**src/rtl/cpu_types_pkg.sv**
```systemverilog
// cpu_types_pkg -- shared datapath types for the CPU pipeline stages.
// Revision 1.0
`default_nettype none

package cpu_types_pkg;

   typedef logic [31:0] word_t;
   typedef logic [4:0]  regbits_t;

   typedef enum logic [1:0] {
      IDLE = 2'd0,
      WAIT = 2'd1,
      DONE = 2'd2
   } memstate_t;

endpackage

`default_nettype wire

```
**src/rtl/mem_stage_if.sv**
```systemverilog
// mem_stage_if -- data-cache request/response bundle between MEM stage and D-cache.
// Revision 1.0
`default_nettype none

interface mem_stage_if;
   import cpu_types_pkg::*;

   logic  dmemREN;
   logic  dmemWEN;
   word_t dmemaddr;
   word_t dmemstore;
   logic  dhit;
   word_t dmemload;

   modport master (
      output dmemREN, dmemWEN, dmemaddr, dmemstore,
      input  dhit, dmemload
   );

   modport slave (
      input  dmemREN, dmemWEN, dmemaddr, dmemstore,
      output dhit, dmemload
   );

endinterface

`default_nettype wire

```
**src/rtl/mem_stage_llsc_link.sv**
```systemverilog
// llsc_link -- LL/SC link register with external invalidate and SC address compare.
// Revision 1.0
`default_nettype none

module llsc_link
   import cpu_types_pkg::*;
(
   input  logic  CLK,
   input  logic  RST,
   input  logic  sc_in,
   input  word_t cmp_addr,
   output logic  sc_fail,
   input  logic  ll_done,
   input  logic  sc_done,
   input  word_t done_addr,
   input  logic  inv_valid,
   input  word_t inv_addr
);

   logic  r_link_valid;
   word_t r_link_addr;
   logic  w_inv_hit;

   assign w_inv_hit = inv_valid & (inv_addr == r_link_addr);
   assign sc_fail   = sc_in & ~(r_link_valid & (r_link_addr == cmp_addr));

   // A completing LL re-arms the link even if an invalidate hits in the same cycle.
   always_ff @(posedge CLK) begin
      if (RST) begin
         r_link_valid <= 1'b0;
         r_link_addr  <= '0;
      end else if (ll_done) begin
         r_link_valid <= 1'b1;
         r_link_addr  <= done_addr;
      end else if (sc_done | w_inv_hit) begin
         r_link_valid <= 1'b0;
      end
   end

endmodule

`default_nettype wire

```
**src/rtl/mem_stage.sv**
```systemverilog
// mem_stage -- MEM pipeline stage: D-cache request FSM, load buffer, LL/SC and stall counter.
// Revision 1.0
`default_nettype none

module mem_stage
   import cpu_types_pkg::*;
(
   input  logic  CLK,
   input  logic  RST,
   input  logic  valid_in,
   input  logic  MemRead_in,
   input  logic  MemWrite_in,
   input  logic  LL_in,
   input  logic  SC_in,
   input  word_t aluOutport_in,
   input  word_t storedata_in,
   input  logic  flush,
   input  logic  hold_in,
   input  logic  inv_valid,
   input  word_t inv_addr,
   mem_stage_if.master dcif,
   output word_t dmemload_out,
   output word_t sc_result,
   output logic  mem_stall,
   output logic  memwb_wen,
   output word_t stall_cycles
);

   localparam logic [1:0] ST_IDLE = 2'(IDLE);
   localparam logic [1:0] ST_WAIT = 2'(WAIT);
   localparam logic [1:0] ST_DONE = 2'(DONE);

   logic [1:0] r_state;
   logic [1:0] w_next;

   logic  r_ren;
   logic  r_wen;
   logic  r_ll;
   logic  r_sc;
   word_t r_addr;
   word_t r_store;
   word_t r_buf;
   word_t r_sc_result;
   word_t r_stall_cycles;

   logic  w_sc_fail;
   logic  w_live;
   logic  w_ren;
   logic  w_wen;
   word_t w_addr;
   word_t w_store;
   logic  w_done;
   logic  w_stall;
   logic  w_wb;
   logic  w_ll;
   logic  w_sc;
   logic  w_sc_ok;
   logic  w_bypass;

   assign w_live = valid_in & ~flush & (MemRead_in | MemWrite_in);

   always_comb begin
      w_next  = r_state;
      w_ren   = 1'b0;
      w_wen   = 1'b0;
      w_addr  = '0;
      w_store = '0;
      w_done  = 1'b0;
      w_stall = 1'b0;
      w_wb    = 1'b0;
      w_ll    = 1'b0;
      w_sc    = 1'b0;
      w_sc_ok = 1'b0;
      case (r_state)
         ST_IDLE: begin
            w_ren = w_live & MemRead_in;
            w_wen = w_live & MemWrite_in & ~w_sc_fail;
            if (w_live) begin
               w_addr  = aluOutport_in;
               w_store = storedata_in;
            end
            // A failing SC never reaches the cache, so it completes here with no hit.
            w_done  = w_live & (~(w_ren | w_wen) | dcif.dhit);
            w_stall = (w_ren | w_wen) & ~dcif.dhit;
            w_wb    = ~w_stall & ~hold_in;
            w_ll    = LL_in;
            w_sc    = SC_in;
            w_sc_ok = SC_in & ~w_sc_fail;
            if (w_done & hold_in) begin
               w_next = ST_DONE;
            end else if (w_stall) begin
               w_next = ST_WAIT;
            end
         end
         ST_WAIT: begin
            w_ren   = r_ren;
            w_wen   = r_wen;
            w_addr  = r_addr;
            w_store = r_store;
            w_done  = dcif.dhit;
            w_stall = ~dcif.dhit;
            w_wb    = dcif.dhit;
            w_ll    = r_ll;
            w_sc    = r_sc;
            w_sc_ok = r_sc;
            if (dcif.dhit) begin
               w_next = hold_in ? ST_DONE : ST_IDLE;
            end
         end
         ST_DONE: begin
            if (!hold_in) begin
               w_next = ST_IDLE;
            end
         end
         default: begin
            w_next = ST_IDLE;
         end
      endcase
      if (RST) begin
         w_ren   = 1'b0;
         w_wen   = 1'b0;
         w_addr  = '0;
         w_store = '0;
         w_done  = 1'b0;
         w_stall = 1'b0;
      end
   end

   assign w_bypass = w_done & w_ren;

   llsc_link u_link (
      .CLK       (CLK),
      .RST       (RST),
      .sc_in     (SC_in),
      .cmp_addr  (aluOutport_in),
      .sc_fail   (w_sc_fail),
      .ll_done   (w_done & w_ll),
      .sc_done   (w_done & w_sc),
      .done_addr (w_addr),
      .inv_valid (inv_valid),
      .inv_addr  (inv_addr)
   );

   assign dcif.dmemREN   = w_ren;
   assign dcif.dmemWEN   = w_wen;
   assign dcif.dmemaddr  = w_addr;
   assign dcif.dmemstore = w_store;

   assign dmemload_out = w_bypass ? dcif.dmemload : r_buf;
   assign sc_result    = (w_done & w_sc) ? {31'b0, w_sc_ok} : r_sc_result;
   assign mem_stall    = w_stall;
   assign memwb_wen    = w_wb;
   assign stall_cycles = r_stall_cycles;

   always_ff @(posedge CLK) begin
      if (RST) begin
         r_state        <= ST_IDLE;
         r_ren          <= 1'b0;
         r_wen          <= 1'b0;
         r_ll           <= 1'b0;
         r_sc           <= 1'b0;
         r_addr         <= '0;
         r_store        <= '0;
         r_buf          <= '0;
         r_sc_result    <= '0;
         r_stall_cycles <= '0;
      end else begin
         r_state <= w_next;
         // Freeze the request at issue so it stays stable for the whole miss.
         if ((r_state == ST_IDLE) && w_stall) begin
            r_ren   <= w_ren;
            r_wen   <= w_wen;
            r_ll    <= w_ll;
            r_sc    <= w_sc;
            r_addr  <= w_addr;
            r_store <= w_store;
         end
         if (w_bypass) begin
            r_buf <= dcif.dmemload;
         end
         if (w_done & w_sc) begin
            r_sc_result <= {31'b0, w_sc_ok};
         end
         if (w_stall) begin
            r_stall_cycles <= r_stall_cycles + 32'd1;
         end
      end
   end

endmodule

`default_nettype wire

```
**src/flat_wrapper.sv**
```systemverilog
// flat-port wrapper written by rule: the top's interface ports become plain ports
module mem_stage_flat import cpu_types_pkg::*;
  (CLK, RST, valid_in, MemRead_in, MemWrite_in, LL_in, SC_in, aluOutport_in, storedata_in, flush, hold_in, inv_valid, inv_addr, dmemload_out, sc_result, mem_stall, memwb_wen, stall_cycles, dcif_dmemREN, dcif_dmemWEN, dcif_dmemaddr, dcif_dmemstore, dcif_dhit, dcif_dmemload);
  mem_stage_if dcif_i ();
  input  logic CLK;
  input  logic RST;
  input  logic valid_in;
  input  logic MemRead_in;
  input  logic MemWrite_in;
  input  logic LL_in;
  input  logic SC_in;
  input  word_t aluOutport_in;
  input  word_t storedata_in;
  input  logic flush;
  input  logic hold_in;
  input  logic inv_valid;
  input  word_t inv_addr;
  output word_t dmemload_out;
  output word_t sc_result;
  output logic mem_stall;
  output logic memwb_wen;
  output word_t stall_cycles;
  output wire logic [$bits(dcif_i.dmemREN)-1:0] dcif_dmemREN;
  output wire logic [$bits(dcif_i.dmemWEN)-1:0] dcif_dmemWEN;
  output wire logic [$bits(dcif_i.dmemaddr)-1:0] dcif_dmemaddr;
  output wire logic [$bits(dcif_i.dmemstore)-1:0] dcif_dmemstore;
  input wire logic [$bits(dcif_i.dhit)-1:0] dcif_dhit;
  input wire logic [$bits(dcif_i.dmemload)-1:0] dcif_dmemload;
  assign dcif_dmemREN = dcif_i.dmemREN;
  assign dcif_dmemWEN = dcif_i.dmemWEN;
  assign dcif_dmemaddr = dcif_i.dmemaddr;
  assign dcif_dmemstore = dcif_i.dmemstore;
  assign dcif_i.dhit = dcif_dhit;
  assign dcif_i.dmemload = dcif_dmemload;
  mem_stage u_core (.CLK(CLK), .RST(RST), .valid_in(valid_in), .MemRead_in(MemRead_in), .MemWrite_in(MemWrite_in), .LL_in(LL_in), .SC_in(SC_in), .aluOutport_in(aluOutport_in), .storedata_in(storedata_in), .flush(flush), .hold_in(hold_in), .inv_valid(inv_valid), .inv_addr(inv_addr), .dcif(dcif_i), .dmemload_out(dmemload_out), .sc_result(sc_result), .mem_stall(mem_stall), .memwb_wen(memwb_wen), .stall_cycles(stall_cycles));
endmodule
```
**config.mk**
```make
export PLATFORM = sky130hd
export DESIGN_NAME = mem_stage_flat
export DESIGN_NICKNAME = d
export VERILOG_FILES = /design/src/rtl/cpu_types_pkg.sv /design/src/rtl/mem_stage_if.sv /design/src/rtl/mem_stage_llsc_link.sv /design/src/rtl/mem_stage.sv /design/src/flat_wrapper.sv
export SDC_FILE = /design/constraint.sdc
export NUM_CORES = 1
export LEC_CHECK = 0
export BUFFER_PORTS_ARGS = -buffer_cell sky130_fd_sc_hd__buf_2
export CAP_MARGIN = 30
export CORE_MARGIN = 3
export CORE_UTILIZATION = 35
export DETAILED_ROUTE_END_ITERATION = 10
export GPL_TIMING_DRIVEN = 0
export PLACE_DENSITY = 0.62
export REMOVE_ABC_BUFFERS = 1
export SLEW_MARGIN = 20
export SYNTH_ARGS = -nofsm -noshare
export SYNTH_HDL_FRONTEND = slang
export SYNTH_SLANG_ARGS = --single-unit
```
**constraint.sdc**
```tcl
create_clock -name CLK -period 5.9 [get_ports CLK]
set_input_delay 0 -clock CLK [delete_from_list [all_inputs] [get_ports CLK]]
set_output_delay 0 -clock CLK [all_outputs]
set_load 0.02 [all_outputs]
```
==> results.sh <==
export IMPL_outcome="finished clean"
export IMPL_wire_per_inst_microns=17.52
export IMPL_antenna_left=0
export IMPL_p_leak_nw=5.668
export IMPL_final_util_pct=49.73
export IMPL_final_hold_viol_count=0
export IMPL_synthCells=972
export IMPL_skew_ns=0.01829
export IMPL_max_cap_violations=0
export IMPL_syn_cell_area_sq_um=9005
export IMPL_cts_tree="yes"
export IMPL_clkTransAtPathRegs_ns=0.08
export IMPL_min_period_over_period_pct=65.91
export IMPL_hold_path_class="input port to flip-flop"
export IMPL_die_width_microns=166.4
export IMPL_cp_max_fo=73
export IMPL_area_delta_synth_final_pct=39.46
export IMPL_std_cell_rows=58
export IMPL_crit_type="input port to output pin"
export IMPL_synth_most_common_cell="dfxtp_1"
export IMPL_cts_buffer_depth=2
export IMPL_core_region_area_sq_um=25250
export IMPL_clk_latency_ns=0.43
export IMPL_final_setup_tns_ns=0
export IMPL_drcViolationCount=0
export IMPL_grt_pass1_vias=8503
export IMPL_cp_end_kind="output pin"
export IMPL_via_per_inst=5.155
export IMPL_yosys_warnings=0
export IMPL_dpl_hpwl_mm=20.60
export IMPL_drive_gt1_share_pct=30.08
export IMPL_synth_avg_cell_area_sq_um=9.264
export IMPL_drt_iter0_markers=466
export IMPL_fin_nets=1470
export IMPL_dpl_cell_area_sq_um=11050
export IMPL_hold_worst_slack_ns=0.01992
export IMPL_grt_max_degree=74
export IMPL_synth_seq_cells=199
export IMPL_die_h_microns=166.4
export IMPL_dr_total_vias=8634
export IMPL_synth_top_cell_area_share_pct=44.24
export IMPL_start_util_pct=35.66
export IMPL_synth_yosys_seq_area_share_pct=44.24
export IMPL_gp_congestion=0.7859
export IMPL_yosysTopAreaCell="dfxtp_1"
export IMPL_grt_overflow=0
export IMPL_fin_area_sq_um=12560
export IMPL_cts_buffers=17
export IMPL_io_pins=303
export IMPL_ctsHtreeMaxLevel=4
export IMPL_grt_pass1_wl_mm=46.76
export IMPL_ir_drop_mv=0.1692
export IMPL_postCtsSetupBuffers=0
export IMPL_synth_flop_cell="dfxtp_1"
export IMPL_numPortBuffers=302
export IMPL_synth_cell_type_count=46
export IMPL_critPathLaunchType="input port"
export IMPL_total_power_mw=2.943
export IMPL_drt_wl_total_mm=29.35
export IMPL_fmax_mhz=257.2
export IMPL_grtUsageTotal_pct=20.63
export IMPL_synth_edf_count=0
export IMPL_reg2reg_slack_ns=2.43
export IMPL_clockRootBuffer="clkbuf_16"
export IMPL_die_area_sq_um=27690
export IMPL_synth_commonest_cells="dfxtp_1, and2_1, nor2_1"
export IMPL_slew_viol_final=0
export IMPL_synthTopCellsByArea="dfxtp_1, and2_1, o22a_1"
export IMPL_power_density_nw_per_um2=234.4
export IMPL_numClockSinks=199
export IMPL_first_pass_iters=4
export IMPL_crit_required_ns=5.90
export IMPL_period_needed_ns=3.889
export IMPL_ys_async_sr_fraction_pct=0
export IMPL_tightestPinTransition_ns=0.8346
export IMPL_finalSetupViolations=0
export IMPL_critPathArrivalTime_ns=3.89
export IMPL_rsz0062_at_grt="no"
export IMPL_antenna_found_initial=3
export IMPL_slew_headroom_pct=44.22
what timing repair did:
item | CTS | global route
gates resized for setup | 0 | 0
hold endpoints to repair | 90 | 0
hold buffers | 87 | 0
layer usage:
layer	track usage, %	vias up	routed length, microns
li1	-	4276	-
met1	26.94	4039	13280
met2	34.94	300	13960
met3	4.785	17	1824
met4	4.591	2	274
met5	0	-	13
sequential cells by signal, indices dropped and copies added (netlist names):
signal                      flops
u_core.r_sc_result             32
u_core.stall_cycles            32
u_core.r_ren                    1
u_core.r_ll                     1
u_core.r_state                  2
u_core.u_link.r_link_addr      32
u_core.r_store                 32
u_core.r_addr                  32
u_core.u_link.r_link_valid      1
u_core.r_wen                    1
u_core.r_sc                     1
u_core.r_buf                   32
final cells by class:
type	instances	area (sq um)
antenna	2	5.005
clock buffer	17	425.4
clock inverter	15	197.7
fill	2372	12700
inverter	13	51.30
multi-input combinational	687	4732
sequential	199	3984
tap	330	412.9
timing repair buffer	412	2750
cell families (layout without fill, tap and decap cells):
| logic type | Yosys count | in the layout | synth area share [%] |
|---|---|---|---|
| XOR/XNOR | 61 | 61 | 5.933 |
| flip-flops | 199 | 199 | 44.24 |
| adder cells (fa/ha/maj) | 1 | 1 | 0.1389 |
| multiplexers | 42 | 42 | 5.155 |
| AND/OR/NAND/NOR | 345 | 345 | 21.02 |
| other | 0 | 2 | 0 |
| AO/OA/AOI/OAI | 238 | 238 | 19.77 |
| buffers and inverters | 86 | 457 | 3.738 |
worst max-delay path: stages:
cell	delay, ns
dlygate4sd3_1	0.55
buf_6	0.22
buf_16	0.25
inv_4	0.58
nand2_1	0.69
nor3_1	0.35
nand4_1	0.18
and2_2	0.47
inv_1	0.27
buf_2	0.21
report_power, final:
group	internal (mW)	leakage [nW]	switching [mW]	total [mW]
Sequential	1.36	1.61	0.0105	1.37
Combinational	0.152	3.76	0.170	0.322
Clock	0.624	0.299	0.628	1.25
layout by cell type (no fill, tap or decap), types with 3 or more instances in the layout:
cell type	instances
o31ai_1	49
o21ai_0	10
inv_1	12
nor3_1	4
nand3_1	50
mux2i_1	7
mux2_2	30
nand2b_1	11
nor4_1	5
nand2_1	27
mux2_1	5
inv_8	7
buf_2	301
or4_1	22
buf_8	6
xor2_1	7
buf_6	6
and3_1	4
a211o_1	3
or3_1	8
a21oi_1	35
a31o_2	3
clkbuf_16	17
buf_4	5
dlygate4sd3_1	87
nor2_1	77
dfxtp_1	199
and2_1	98
o22a_1	61
xnor2_1	54
nand4_1	22
buf_16	5
nor2b_1	3
a22oi_1	63
path summary, 6_finish.rpt:
check | startpoint | to | cells after the start
hold / removal | aluOutport_in[0] | u_core.u_link.r_link_addr[0]$_SDFFE_PP0P_ | 3
setup reg to reg | u_core.u_link.r_link_addr[19]$_SDFFE_PP0P_ | u_core.r_addr[10]$_SDFFE_PP0P_ | 9
hold reg to reg | u_core.r_sc_result[4]$_SDFF_PP0_ | u_core.r_sc_result[4]$_SDFF_PP0_ | 1
setup / recovery | RST | mem_stall | 10
per-stage QoR:
stage                     std cells  setup WS (ns)
final                          1675          2.011
after global routing           1675          1.691
after CTS                      1672          1.888
after detailed placement       1553          2.051
after global placement         1531         -7.335
after floorplan                 899         0.3585
Power figures use the tool's default switching activity.
